**config.mk**
```make
export PLATFORM = sky130hd
export DESIGN_NAME = pcm1771_i2s_tx
export DESIGN_NICKNAME = d
export VERILOG_FILES = /design/src/rtl/pcm1771_i2s_tx.sv
export SDC_FILE = /design/constraint.sdc
export NUM_CORES = 1
export LEC_CHECK = 0
export ABC_AREA = 0
export CAP_MARGIN = 10
export CORE_ASPECT_RATIO = 0.8
export CORE_UTILIZATION = 51
export DETAILED_ROUTE_END_ITERATION = 12
export PLACE_DENSITY = 0.75
export SLEW_MARGIN = 20
export SYNTH_ARGS = -nofsm -noshare
export SYNTH_HDL_FRONTEND = slang
export SYNTH_SLANG_ARGS = --single-unit
```
**constraint.sdc**
```tcl
create_clock -name clock -period 2.1 [get_ports clock]
set_clock_uncertainty 0.05 [all_clocks]
set_input_delay 0.42 -clock clock [delete_from_list [all_inputs] [get_ports clock]]
set_output_delay 0.42 -clock clock [all_outputs]
set_load 0.05 [all_outputs]
```
**src/rtl/pcm1771_i2s_tx.sv**
```systemverilog
// pcm1771_i2s_tx: I2S serializer for the PCM1771 DAC with DAC_PD power-up sequencing and FIFO underrun flag
// Ports:
//   clock       dac_clock (128fs); all logic on its rising edge
//   reset_n     asynchronous active-low reset
//   data_ready  FIFO not empty
//   data_rdreq  single-cycle FIFO read request, issued once per frame
//   data_L/R    two's complement sample pair from the FIFO, valid the cycle after data_rdreq
//   DAC_PD      DAC power-down (low = powered down)
//   DAC_SCKI    system clock to the DAC, equal to clock
//   DAC_BCK     bit clock (64fs), DAC_LRCK word clock (low = left), DAC_DATA serial data, MSB first
//   underrun    one-cycle pulse when a frame had no sample to fetch
module pcm1771_i2s_tx #(
  parameter int DATA_WIDTH = 24,
  parameter int PD_DELAY   = 4096
) (
  input  logic                  clock,
  input  logic                  reset_n,
  input  logic                  data_ready,
  output logic                  data_rdreq,
  input  logic [DATA_WIDTH-1:0] data_L,
  input  logic [DATA_WIDTH-1:0] data_R,
  output logic                  DAC_PD,
  output logic                  DAC_SCKI,
  output logic                  DAC_BCK,
  output logic                  DAC_LRCK,
  output logic                  DAC_DATA,
  output logic                  underrun
);
  localparam int CW = $clog2(PD_DELAY > 256 ? PD_DELAY : 256) + 1;
  localparam logic [4:0] DW = 5'(DATA_WIDTH);
  typedef enum logic [1:0] {PWRDN, WARM, RUN} state_t;
  state_t state, state_n;
  logic [CW-1:0] cnt, cnt_n;
  logic [6:0] fc;
  logic [4:0] p;
  logic rd, rd_n, pd_n, bck_n, lrck_n, dat_n, rdreq_n, urun_n;
  logic [DATA_WIDTH-1:0] hold_l, hold_r, sh_l, sh_r;
  logic [DATA_WIDTH-1:0] hold_l_n, hold_r_n, sh_l_n, sh_r_n;
  assign DAC_SCKI = clock;
  // In RUN the low seven bits of cnt are the frame position; p is the slot within the current channel.
  assign fc = cnt[6:0];
  assign p = fc[5:1];
  always_comb begin
    state_n = state;
    cnt_n = cnt + 1'b1;
    rd_n = rd;
    pd_n = DAC_PD;
    bck_n = DAC_BCK;
    lrck_n = DAC_LRCK;
    dat_n = DAC_DATA;
    rdreq_n = 1'b0;
    urun_n = 1'b0;
    hold_l_n = hold_l;
    hold_r_n = hold_r;
    sh_l_n = sh_l;
    sh_r_n = sh_r;
    case (state)
      PWRDN: if (cnt == CW'(PD_DELAY - 1)) begin
        pd_n = 1'b1;
        cnt_n = '0;
        state_n = WARM;
      end
      WARM: if (cnt == CW'(255)) begin
        cnt_n = '0;
        state_n = RUN;
      end
      RUN: begin
        cnt_n = CW'(fc + 7'd1);
        bck_n = fc[0];
        lrck_n = fc[6];
        // Data only moves on the BCK falling edge (even fc); slot 0 is the I2S one-bit delay,
        // so the MSB of the active channel goes out at p=1 and the register shifts left per bit.
        if (!fc[0]) begin
          dat_n = 1'b0;
          if (p != 5'd0 && p <= DW) begin
            dat_n = fc[6] ? sh_r[DATA_WIDTH-1] : sh_l[DATA_WIDTH-1];
            if (fc[6]) sh_r_n = sh_r << 1;
            else sh_l_n = sh_l << 1;
          end
        end
        if (fc == 7'd124) begin
          rdreq_n = data_ready;
          rd_n = data_ready;
        end
        // A read issued at 124 is committed even if data_ready drops afterwards.
        if (fc == 7'd126) begin
          hold_l_n = rd ? data_L : '0;
          hold_r_n = rd ? data_R : '0;
          urun_n = !rd;
        end
        if (fc == 7'd127) begin
          sh_l_n = hold_l;
          sh_r_n = hold_r;
        end
      end
      default: state_n = PWRDN;
    endcase
  end
  always_ff @(posedge clock or negedge reset_n) begin
    if (!reset_n) begin
      state <= PWRDN;
      cnt <= '0;
      rd <= 1'b0;
      hold_l <= '0;
      hold_r <= '0;
      sh_l <= '0;
      sh_r <= '0;
      DAC_PD <= 1'b0;
      DAC_BCK <= 1'b0;
      DAC_LRCK <= 1'b0;
      DAC_DATA <= 1'b0;
      data_rdreq <= 1'b0;
      underrun <= 1'b0;
    end else begin
      state <= state_n;
      cnt <= cnt_n;
      rd <= rd_n;
      hold_l <= hold_l_n;
      hold_r <= hold_r_n;
      sh_l <= sh_l_n;
      sh_r <= sh_r_n;
      DAC_PD <= pd_n;
      DAC_BCK <= bck_n;
      DAC_LRCK <= lrck_n;
      DAC_DATA <= dat_n;
      data_rdreq <= rdreq_n;
      underrun <= urun_n;
    end
  end
endmodule
```
==> metrics.cfg, run 1 <==
[floorplan]
dieArea_um2 = 10710
die_h_um = 92.77
initial_utilization = 0.5355
die_w_um = 115.5
io_pins = 58
rows = 32
coreArea_um2 = 9809

[timing]
setup_viol = 0
timing.final.crit_share = 0.9438
holdWs_ps = 316.0
final-max-slew-violation-count = 0
rsz0062_at_grt = no
finalSetupTns_ps = 0
relSlewSlack = 0.6567
min_period_ps = 1982
worst_slew_pin_slew_ps = 517.0
max_freq_ghz = 0.5045
hold_viol_final = 0
setup_slack_ps = 118.0

[worst_setup_path]
r2r_setup_slack_ps = 120
rr_endpoint = sh_l[20]$_DFFE_PN0P_
cp-end-kind = flop
reg2regPathDepth = 6
cp.required_ps = 2510
path_class = flop to flop
regToRegStartpoint = cnt[1]$_DFF_PN0_
critical_path_arrival_ps = 2390
path_max_fanout = 26
critPathLaunchType = flop

[placement]
port_buffers = 57
dpl.hpwl_um = 7071
dp_slack_ps = -92.09
gp_congestion = 0.8421
placed_cells = 715

[yosys]
synth_top_family_by_area = compound AO/OA/AOI/OAI gates
synth_adder_area_share = 0.009528
ys_types = 39
synth_warnings = 0
yosys.area_share.simple = 0.1553
yosysSeqAreaShare = 0.5622
synth_top_area_frac = 0.5622
syn_area_um2 = 5253
ys_top_cells_by_area = dfrtp_1 56%, nand2_1 7.5%, o21ai_0 5.1%
syn_area_per_cell_um2 = 9.673
synth_seq_cells = 118
synth_compound_area_frac = 0.2089
syn_inst = 543
synthMuxAreaShare = 0.001906
yosys.area.top_type = dfrtp_1
synth_xor_area_frac = 0.01667
synth_nets = 598

[global_routing]
grt_use_total = 0.2477
overflow = 0
grt_max_degree = 80
grt_pass1_wl_um = 20050
grt_pass1_vias = 4077
antenna_found_initial = 0

[power]
power_frac_seq = 0.388
p_total_mw = 5.875
switchingPower_mw = 1.186
swShare = 0.2019
p_comb_frac = 0.031
vdd_drop_max_uv = 863.7
p_int_mw = 4.689
leakage_nw = 3.059
power_density_nw_per_um2 = 870.8
clock_power_share = 0.581

[status]
status = complete, no violations

[cells_and_area]
final_common_cell = dfrtp_1
layout_common_cells = 117 x dfrtp_1, 105 x nand2_1, 62 x nor2_1
layout-drive-gt1-share = 0.1041
fillers = 745
finalNetCount = 657
area_growth_pct = 28.44
final_cells = 751
antenna_cells = 0

[clock_tree]
clkTransAtPathRegs_ps = 50
cts_tree = done
clk_latency_ps = 520
post-cts-setup-buffers = 0

[job]
max-cap-violations = 0

[drt]
viasPerCell = 5.555
num_vias = 4172
drtIter0Drc = 195
firstDrtPassIters = 4
routedWlPerCell_um = 15.85
wirelength_um = 11900
drc_errors = 0
ant_nets = 0

[min_path]
holdCritPathClass = primary input to async pin

-- synth_stat cells --
library cell  count
o221a_1          23
nand3_1           8
ha_1              4
mux2i_1           1
inv_1             8
nor2b_1           2
buf_1             4
buf_6             4
nor4_1            2
nor3_1            5
a211o_1           1
a21oi_2           1
o41ai_1           2
xor2_1            6
nor2_1           62
o31ai_1           2
and4_1            1
nor4b_1           1
o31a_1            1
a21oi_1          23
o21ai_0          53
clkbuf_1         31
and2_1            1
buf_4             1
or3_1             3
o21ai_1           1
a2bb2oi_1        24
o211ai_1          1
a2111oi_2         1
dfrtp_1         118
a21o_1            1
nand2b_1          2
xnor2_1           4
o22ai_1          23
o311a_1           1
nand4_1           5
buf_2             5
and3_1            2
nand2_1         105
-- registers in the layout, summed over array words and instances (netlist names) --
signal	flops
DAC_PD	1
DAC_BCK	1
sh_l	24
state	2
sh_r	24
underrun	1
DAC_LRCK	1
data_rdreq	1
DAC_DATA	1
cnt	13
rd	1
hold_l	24
hold_r	24
-- power groups by stage --
stage                     combinational, mW  sequential [mW]  clock, mW
after floorplan                      0.0297             2.32      0.103
after global placement                0.180             2.32      0.110
after detailed placement              0.183             2.32      0.110
after CTS                             0.187             2.28       3.46
after global routing                  0.203             2.28       3.58
final                                 0.182             2.28       3.41
-- worst max-delay path: stages, from the launching register on --
cell	delay, ps
dfrtp_2	400
o311a_1	340
a211o_1	240
buf_4	230
o21ai_1	140
buf_4	280
o221a_1	240
-- kinds of logic after synthesis --
logic type | count (synthesis)
flip-flops | 118
buffers and inverters | 53
XOR/XNOR | 10
multiplexers | 1
AND/OR/NAND/NOR | 199
adder cells (fa/ha/maj) | 4
AO/OA/AOI/OAI | 158
-- what timing repair did --
action,in CTS,in global routing
setup endpoints to repair,6,1
hold endpoints to repair,25,0
pin swaps,0,0
resized for setup,7,1
hold buffers,1,0
-- stage by stage --
| step | cell area, um^2 | util |
|---|---|---|
| 3_3_place_gp | 6038 | 0.6156 |
| 3_5_place_dp | 6038 | 0.6156 |
| 6_report | 6746 | 0.6878 |
| 4_1_cts | 6744 | 0.6875 |
| 5_1_grt | 6746 | 0.6878 |
| 2_1_floorplan | 5260 | - |
-- final cells by class --
| cell class | instances | area [um^2] | area share |
|---|---|---|---|
| clock buffer | 28 | 591.8 | 0.08772 |
| clock inverter | 8 | 120.1 | 0.01780 |
| inverter | 8 | 30.03 | 0.004451 |
| multi-input combinational | 372 | 2066 | 0.3062 |
| sequential | 118 | 2954 | 0.4379 |
| tap | 136 | 170.2 | 0.02522 |
| timing repair buffer | 81 | 814.5 | 0.1207 |
-- worst max-delay path by stage --
stage                          start  cells past startpoint              endpoint  slack [ps]
CTS                 cnt[1]$_DFF_PN0_                      7      cnt[6]$_DFF_PN0_         120
floorplan           cnt[1]$_DFF_PN0_                      7  sh_l[18]$_DFFE_PN0P_         -40
global route        cnt[1]$_DFF_PN0_                      7  state[0]$_DFFE_PN0P_           9
global placement               clock                      1              DAC_SCKI         -90
finish              cnt[1]$_DFF_PN0_                      6  sh_l[20]$_DFFE_PN0P_         120
detailed placement             clock                      1              DAC_SCKI         -90
-- routing by layer --
layer  global-route usage  part of all wire  up-vias
li1                     -                 -     2025
met1               0.3403              0.48     2054
met2               0.3752              0.47       83
met3              0.06479             0.038       10
met4              0.09632             0.010        0
met5                    0                 0        -
Power figures use the tool's default switching activity.
==> run 2, diff against run 1 <==
--- a/config.mk
+++ b/config.mk
@@ -10,7 +10,9 @@
 export CORE_ASPECT_RATIO = 0.8
 export CORE_UTILIZATION = 51
 export DETAILED_ROUTE_END_ITERATION = 12
+export MAX_ROUTING_LAYER = met4
 export PLACE_DENSITY = 0.75
+export SKIP_CTS_REPAIR_TIMING = 1
 export SLEW_MARGIN = 20
 export SYNTH_ARGS = -nofsm -noshare
 export SYNTH_HDL_FRONTEND = slang
==> metrics.cfg, run 2 (synthesized netlist as in run 1, its figures left out) <==
[cells_and_area]
fillers = 745
antenna_cells = 0
finalNetCount = 657
layout_common_cells = 117 x dfrtp_1, 105 x nand2_1, 62 x nor2_1
area_growth_pct = 28.56
final_common_cell = dfrtp_1
final_cells = 751
layout-drive-gt1-share = 0.1024

[worst_setup_path]
cp-end-kind = primary output
slowest_delay_ps = 300
reg2regPathDepth = 6
rr_endpoint = sh_l[17]$_DFFE_PN0P_
cp_cell_sequence = clkbuf_16, clkbuf_16, dlymetal6s2s_1
crit_path_top_delay_cell = dlymetal6s2s_1
regToRegStartpoint = cnt[1]$_DFF_PN0_
startpoint = clock
critical_path_arrival_ps = 1590
r2r_setup_slack_ps = 130
path_class = clock port to primary output
critPathLaunchType = clock port
cp.required_ps = 1630
crit_path_frequent_cell = clkbuf_16
path_max_fanout = 2

[power]
p_int_mw = 4.633
vdd_drop_max_uv = 755.2
leakage_nw = 3.129
switchingPower_mw = 1.181
p_total_mw = 5.813
clock_power_share = 0.577
power_density_nw_per_um2 = 860.9
swShare = 0.2031
power_frac_seq = 0.392
p_comb_frac = 0.031

[timing]
relSlewSlack = 0.6446
worst_slew_pin_slew_ps = 532.2
final-max-slew-violation-count = 0
setup_viol = 0
finalSetupTns_ps = 0
rsz0062_at_grt = no
hold_viol_final = 0
holdWs_ps = 311.8

[placement]
gp_congestion = 0.8553
placed_cells = 715
port_buffers = 57
dpl.hpwl_um = 7071

[floorplan]
rows = 32
dieArea_um2 = 10710
initial_utilization = 0.5355
coreArea_um2 = 9809
die_w_um = 115.5
io_pins = 58
die_h_um = 92.77

[min_path]
holdCritPathClass = primary input to async pin

[global_routing]
grt_pass1_vias = 4094
grt_max_degree = 80
overflow = 0
grt_use_total = 0.2543
antenna_found_initial = 0
grt_pass1_wl_um = 20030

[drt]
firstDrtPassIters = 4
viasPerCell = 5.591
num_vias = 4199
drtIter0Drc = 234
ant_nets = 0
drc_errors = 0
wirelength_um = 11860
routedWlPerCell_um = 15.80

[status]
status = complete, no violations

[clock_tree]
cts_tree = done
clkTransAtPathRegs_ps = 50
clk_latency_ps = 520

[job]
max-cap-violations = 0

-- run 2: cell types whose count changed in the layout (fill, tap and decap cells not counted) --
cell,delta
dlygate4sd2_1,-5
clkbuf_16,-1
dlymetal6s2s_1,+6
-- run 2: power groups by stage --
stage / Sequential, mW / Combinational, mW / Clock [mW]
after floorplan: 2.32 / 0.0297 / 0.103
after global placement: 2.32 / 0.180 / 0.110
after detailed placement: 2.32 / 0.183 / 0.110
after CTS: 2.28 / 0.185 / 3.39
after global routing: 2.28 / 0.203 / 3.51
final: 2.28 / 0.182 / 3.35
-- run 2: worst max path at each step --
stage	to	slack [ps]	depth (start not counted)
after CTS	DAC_SCKI	-360	3
after global routing	state[0]$_DFFE_PN0P_	8	7
final	DAC_SCKI	40	3
after detailed placement	DAC_SCKI	-90	1
after global placement	DAC_SCKI	-90	1
after floorplan	sh_l[18]$_DFFE_PN0P_	-40	7
-- run 2: per-layer routing --
layer  vias up  GRT usage  part of all wire
met1      2071     0.3394              0.47
met4         0    0.09632             0.013
met2        85     0.3748              0.47
li1       2026          -                 -
met3        17    0.06414             0.040
met5         -          -                 0
-- run 2: layout make-up --
type	instances	area [um^2]	share of cell area
Sequential cell	118	2954	0.4375
Multi-Input combinational cell	372	2066	0.3059
Timing Repair Buffer	81	833.3	0.1234
Clock buffer	28	579.3	0.08579
Tap cell	136	170.2	0.02520
Clock inverter	8	120.1	0.01779
Inverter	8	30.03	0.004447
-- run 2: metrics by stage --
| stage | area, um^2 | util | setup WS, ps |
|---|---|---|---|
| after floorplan | 5260 | - | -42.92 |
| after global placement | 6038 | 0.6156 | -92.09 |
| after detailed placement | 6038 | 0.6156 | -92.09 |
| after CTS | 6725 | 0.6856 | -361.0 |
| after global routing | 6753 | 0.6884 | 7.527 |
| final | 6753 | 0.6884 | 38.11 |
-- run 2: critical path: cells and delay by family --
kind	cells	cell delay, ps
buf+inv	3	540
